--- config.mk ---
export PLATFORM = sky130hd
export DESIGN_NAME = fetch_stage
export DESIGN_NICKNAME = d
export VERILOG_FILES = /design/src/rtl/fetch_stage.sv
export SDC_FILE = /design/constraint.sdc
export NUM_CORES = 1
export LEC_CHECK = 0
export CAP_MARGIN = 20
export CORE_MARGIN = 1
export CORE_UTILIZATION = 40
export DETAILED_ROUTE_END_ITERATION = 6
export GPL_ROUTABILITY_DRIVEN = 0
export PLACE_DENSITY = 0.69
export SETUP_SLACK_MARGIN = 0.05
export SKIP_CTS_REPAIR_TIMING = 1
export SYNTH_ARGS = -nofsm -noshare
export SYNTH_HDL_FRONTEND = slang
export SYNTH_SLANG_ARGS = --single-unit
--- constraint.sdc ---
create_clock -name clk -period 4.8 [get_ports clk]
set_input_delay 1.44 -clock clk [delete_from_list [all_inputs] [get_ports clk]]
set_output_delay 1.44 -clock clk [all_outputs]
set_load 0.005 [all_outputs]
--- src/rtl/fetch_stage.sv ---
// fetch_stage: instruction-fetch front end of the 16-bit core.
//
// Holds the program counter, issues one request at a time to instruction
// memory and registers the returned word for the decode/control stage. The
// instruction is also split into op/func/register/immediate fields.
//
// Ports:
//   clk, rst           rising-edge clock, synchronous active-high reset
//   imem_req/addr      one-cycle request pulse with its word address
//   imem_rvalid/rdata  response from instruction memory
//   stall              decode cannot accept; id_* outputs hold
//   redirect_valid/pc  taken branch/jump and its target word address
//   id_valid, id_pc    instruction valid flag and its address
//   id_instr           raw instruction word
//   id_op .. id_imm    decoded fields of id_instr
module fetch_stage #(
  parameter int              XLEN     = 16,
  parameter logic [XLEN-1:0] RESET_PC = '0
) (
  input  logic            clk,
  input  logic            rst,
  output logic            imem_req,
  output logic [XLEN-1:0] imem_addr,
  input  logic            imem_rvalid,
  input  logic [15:0]     imem_rdata,
  input  logic            stall,
  input  logic            redirect_valid,
  input  logic [XLEN-1:0] redirect_pc,
  output logic            id_valid,
  output logic [XLEN-1:0] id_pc,
  output logic [15:0]     id_instr,
  output logic [2:0]      id_op,
  output logic [2:0]      id_func,
  output logic [2:0]      id_rd,
  output logic [2:0]      id_rs1,
  output logic [2:0]      id_rs2,
  output logic [XLEN-1:0] id_imm
);

  typedef enum logic [1:0] {ISSUE, WAIT, FULL} state_t;

  state_t          state_reg, state_next;
  logic [XLEN-1:0] pc_reg, pc_next;
  logic            drop_reg, drop_next;
  logic [15:0]     buf_instr_reg, buf_instr_next;
  logic [XLEN-1:0] buf_pc_reg, buf_pc_next;
  logic            id_valid_reg, id_valid_next;
  logic [XLEN-1:0] id_pc_reg, id_pc_next;
  logic [15:0]     id_instr_reg, id_instr_next;

  // The output register can take a new word when it is empty or its
  // current instruction is being consumed this cycle.
  logic out_free;
  assign out_free = !id_valid_reg || !stall;

  always_ff @(posedge clk) begin
    if (rst) begin
      state_reg     <= ISSUE;
      pc_reg        <= RESET_PC;
      drop_reg      <= 1'b0;
      buf_instr_reg <= '0;
      buf_pc_reg    <= '0;
      id_valid_reg  <= 1'b0;
      id_pc_reg     <= '0;
      id_instr_reg  <= '0;
    end else begin
      state_reg     <= state_next;
      pc_reg        <= pc_next;
      drop_reg      <= drop_next;
      buf_instr_reg <= buf_instr_next;
      buf_pc_reg    <= buf_pc_next;
      id_valid_reg  <= id_valid_next;
      id_pc_reg     <= id_pc_next;
      id_instr_reg  <= id_instr_next;
    end
  end

  always_comb begin
    state_next     = state_reg;
    pc_next        = pc_reg;
    drop_next      = drop_reg;
    buf_instr_next = buf_instr_reg;
    buf_pc_next    = buf_pc_reg;
    id_valid_next  = id_valid_reg;
    id_pc_next     = id_pc_reg;
    id_instr_next  = id_instr_reg;
    imem_req       = 1'b0;
    imem_addr      = pc_reg;

    // Consumed instruction leaves unless something new loads below.
    if (id_valid_reg && !stall) begin
      id_valid_next = 1'b0;
    end

    case (state_reg)
      ISSUE: begin
        imem_req   = 1'b1;
        state_next = WAIT;
      end
      WAIT: begin
        if (imem_rvalid) begin
          if (drop_reg) begin
            drop_next  = 1'b0;
            state_next = ISSUE;
          end else if (out_free) begin
            id_valid_next = 1'b1;
            id_pc_next    = pc_reg;
            id_instr_next = imem_rdata;
            pc_next       = pc_reg + XLEN'(1);
            state_next    = ISSUE;
          end else begin
            buf_instr_next = imem_rdata;
            buf_pc_next    = pc_reg;
            state_next     = FULL;
          end
        end
      end
      FULL: begin
        if (!stall) begin
          id_valid_next = 1'b1;
          id_pc_next    = buf_pc_reg;
          id_instr_next = buf_instr_reg;
          pc_next       = pc_reg + XLEN'(1);
          state_next    = ISSUE;
        end
      end
      default: state_next = ISSUE;
    endcase

    // Redirect overrides everything above. The visible id_* fields are
    // kept as they were; only id_valid is cleared.
    if (redirect_valid) begin
      pc_next        = redirect_pc;
      id_valid_next  = 1'b0;
      id_pc_next     = id_pc_reg;
      id_instr_next  = id_instr_reg;
      buf_instr_next = buf_instr_reg;
      buf_pc_next    = buf_pc_reg;
      case (state_reg)
        ISSUE: begin
          drop_next  = 1'b1;
          state_next = WAIT;
        end
        WAIT: begin
          if (imem_rvalid) begin
            // The arriving response is discarded; nothing is outstanding
            // afterwards, so the drop flag must end up clear.
            drop_next  = 1'b0;
            state_next = ISSUE;
          end else begin
            drop_next  = 1'b1;
            state_next = WAIT;
          end
        end
        default: begin
          drop_next  = 1'b0;
          state_next = ISSUE;
        end
      endcase
    end
  end

  // Field extraction straight from the output register.
  logic [XLEN-1:0] imm4, imm7;

  generate
    for (genvar gi = 0; gi < XLEN; gi++) begin : g_sext
      assign imm4[gi] = id_instr_reg[(gi < 4) ? gi : 3];
      assign imm7[gi] = id_instr_reg[(gi < 7) ? gi : 6];
    end
  endgenerate

  always_comb begin
    id_imm = '0;
    case (id_instr_reg[15:13])
      3'b001, 3'b010, 3'b011, 3'b100: id_imm = imm4;
      3'b101, 3'b110:                 id_imm = imm7;
      default:                        id_imm = '0;
    endcase
  end

  assign id_valid = id_valid_reg;
  assign id_pc    = id_pc_reg;
  assign id_instr = id_instr_reg;
  assign id_op    = id_instr_reg[15:13];
  assign id_func  = id_instr_reg[12:10];
  assign id_rd    = id_instr_reg[9:7];
  assign id_rs1   = id_instr_reg[6:4];
  assign id_rs2   = id_instr_reg[3:1];

endmodule

==> flow_summary_export.csv <==
group,metric,value,unit
timing,setup_tns,0,ns
synthesis,ys_warn_count,0,
detailed_routing,drc,0,
power,ir_drop,0.000150,V
timing,drv_slew,0,
setup_path,crit_required,3.36,ns
detailed_routing,drtAntennaViolNets,0,
detailed_routing,vias,3782,
die,num_rows,36,
cts,htree_levels,3,
power,power_switching,0.409,mW
die,start_util,42.0,%
finish,area_growth,30.4,%
place,dp_hpwl,7240,um
timing,hold_viol_final,0,
timing,slew_headroom,46.1,%
power,p_clk_share,35.0,%
cts,cts_made_buffers,9,
setup_path,criticalPathCategory,"reg -> out",
power,seqPwrFrac,50.4,%
timing,fmax,257,MHz
synthesis,synth_area,0.00418,mm2
synthesis,yosys.area.top_type,"dfxtp_1",
timing,rsz0062_at_grt,"false",
die,ios,118,
place,io_buffers,117,
timing,period_share,81.2,%
finish,final_cell_area,0.00545,mm2
synthesis,synth_ff_type,"dfxtp_1",
finish,drive_gt1_share,5.82,%
power,leakage,1.67,nW
cts,root_buffer,"clkbuf_8",
cts,cts.sink_count,84,
global_routing,grt_max_degree,73,
run_status,status,"complete, no violations",
detailed_routing,firstDrtPassIters,4,
synthesis,syn_nets,535,
synthesis,ys_ff_latch,84,
synthesis,synth-edff-count,0,
finish,final_cell_mix,"clkdlybuf4s50_1 (116), dfxtp_1 (84), nand2_1 (78), a21oi_1 (74), a311oi_1 (40)",
setup_path,setup.worst_path.start_class,"register",
die,die_w,104,um
setup_path,cp-end-kind,"primary output",
synthesis,synthTopCellsByArea,"dfxtp_1 (40%), a21oi_1 (8.9%), a311oi_1 (8.4%), mux2i_1 (8.1%), nand2_1 (7.0%)",
synthesis,synth-async-reset-ratio,0,%
die,dieArea,0.0109,mm2
min_path,hold_path_class,"reg -> reg",
cts,clk_latency,0.36,ns
finish,fin_nets,604,
detailed_routing,routedWlPerCell,15.3,um
finish,final_common_cell,"clkdlybuf4s50_1",
global_routing,globalRoute.totalOverflow,0,
global_routing,grt_antenna_before_repair,0,
finish,diodes,0,
timing,fin_worst_skew,0.0112,ns
global_routing,grt_first_pass_wirelength,17900,um
die,coreArea,0.00995,mm2
power,swShare,27.3,%
power,power_density,275,mW/mm2
cts,clk_pin_slew_worst_paths,0.09,ns
power,internal_power,1.09,mW
timing,setup_violations,0,
timing,worst_pin_slew,0.809,ns
synthesis,postSynthAreaPerCell,8.47,um2
synthesis,netlist.area_leader.share,40.3,%
setup_path,arrival,2.46,ns
power,combinationalPowerShare,14.6,%
global_routing,grt.total_usage,20.1,%
synthesis,syn_inst,493,
synthesis,seq_area_frac_synth,40.3,%
detailed_routing,wirelength,10700,um
synthesis,synth_cell_type_count,48,
run,max_cap_viol_count,0,
detailed_routing,dr.first_iter.drc_count,314,
cts,clock_path_buffers,2,
place,placed_area,0.00521,mm2
global_routing,grt_pass1_vias,3551,
cts,cts_tree,"yes",
detailed_routing,viasPerCell,5.40,
setup_path,crit_fanout,10,
die,die_y,104,um
timing,post-route-min-period,3.90,ns
-- synth_stat cells, types with 6 or more instances --
| cell type | number |
|---|---|
| dfxtp_1 | 84 |
| buf_1 | 6 |
| clkbuf_1 | 30 |
| buf_4 | 25 |
| nor2_1 | 17 |
| and2_1 | 6 |
| inv_1 | 6 |
| mux2i_1 | 34 |
| nand2_1 | 78 |
| a311oi_1 | 40 |
| o21ai_0 | 7 |
| a21oi_1 | 74 |
-- worst paths after layout --
check | start | to | slack, ns | cells past startpoint
max | id_instr[15]$_SDFFE_PP0P_ | id_imm[14] | 0.90 | 4
min | buf_instr_reg[14]$_SDFFE_PP0P_ | buf_instr_reg[14]$_SDFFE_PP0P_ | 0.46 | 2
max reg2reg | state_reg[0]$_SDFFE_PP0P_ | imem_addr[7]$_SDFFE_PP0P_ | 1.95 | 7
min reg2reg | buf_instr_reg[14]$_SDFFE_PP0P_ | buf_instr_reg[14]$_SDFFE_PP0P_ | 0.46 | 2
-- area by class of cell --
type	count	area (um2)
inverter	7	26.3
tap	133	166
fill	941	4510
clock inverter	7	85.1
clock buffer	9	124
sequential	84	1680
timing repair buffer	125	1260
multi-input combinational	335	2110
-- worst max-delay path, cell delays in order, from the launching register on --
cell and delay, ns:
dfxtp_1 0.52, nor2b_1 0.27, a21oi_1 0.11, o221ai_1 0.56, clkdlybuf4s50_1 0.64
-- cells by family after synthesis --
kind of cell / Yosys count / share of synthesized area (%)
buffers and inverters: 74 / 9.85
AND/OR/NAND/NOR: 150 / 17.4
AO/OA/AOI/OAI: 145 / 22.6
adder cells (fa/ha/maj): 5 / 1.50
flip-flops: 84 / 40.3
XOR/XNOR: 1 / 0.210
multiplexers: 34 / 8.15
-- power by group through the flow --
stage	Clock [mW]	Combinational (mW)	Sequential [mW]
after floorplan	0	0.114	0.761
after global placement	0	0.215	0.771
after detailed placement	0	0.219	0.771
after CTS	0.543	0.220	0.755
after global routing	0.569	0.238	0.761
final	0.524	0.218	0.756
-- metrics by stage --
step           hold WS (ns)  util (%)  cells  total power [mW]  worst slack [ns]
2_1_floorplan         0.436         -    493             0.876              1.87
3_3_place_gp          0.441      52.4    683             0.986              1.21
3_5_place_dp          0.446      52.4    683             0.990              1.14
4_1_cts               0.460      54.4    699              1.52             0.879
5_1_grt               0.477      54.7    700              1.57             0.735
6_report              0.456      54.7    700              1.50             0.902
-- metal layers --
metal / wire [um] / vias to the layer above / global-route usage, %
li1: - / 1905 / -
met5: 0 / - / 0
met1: 4830 / 1751 / 26.4
met2: 5130 / 112 / 32.4
met3: 574 / 14 / 4.14
met4: 180 / 0 / 7.35
Power figures use the tool's default switching activity.
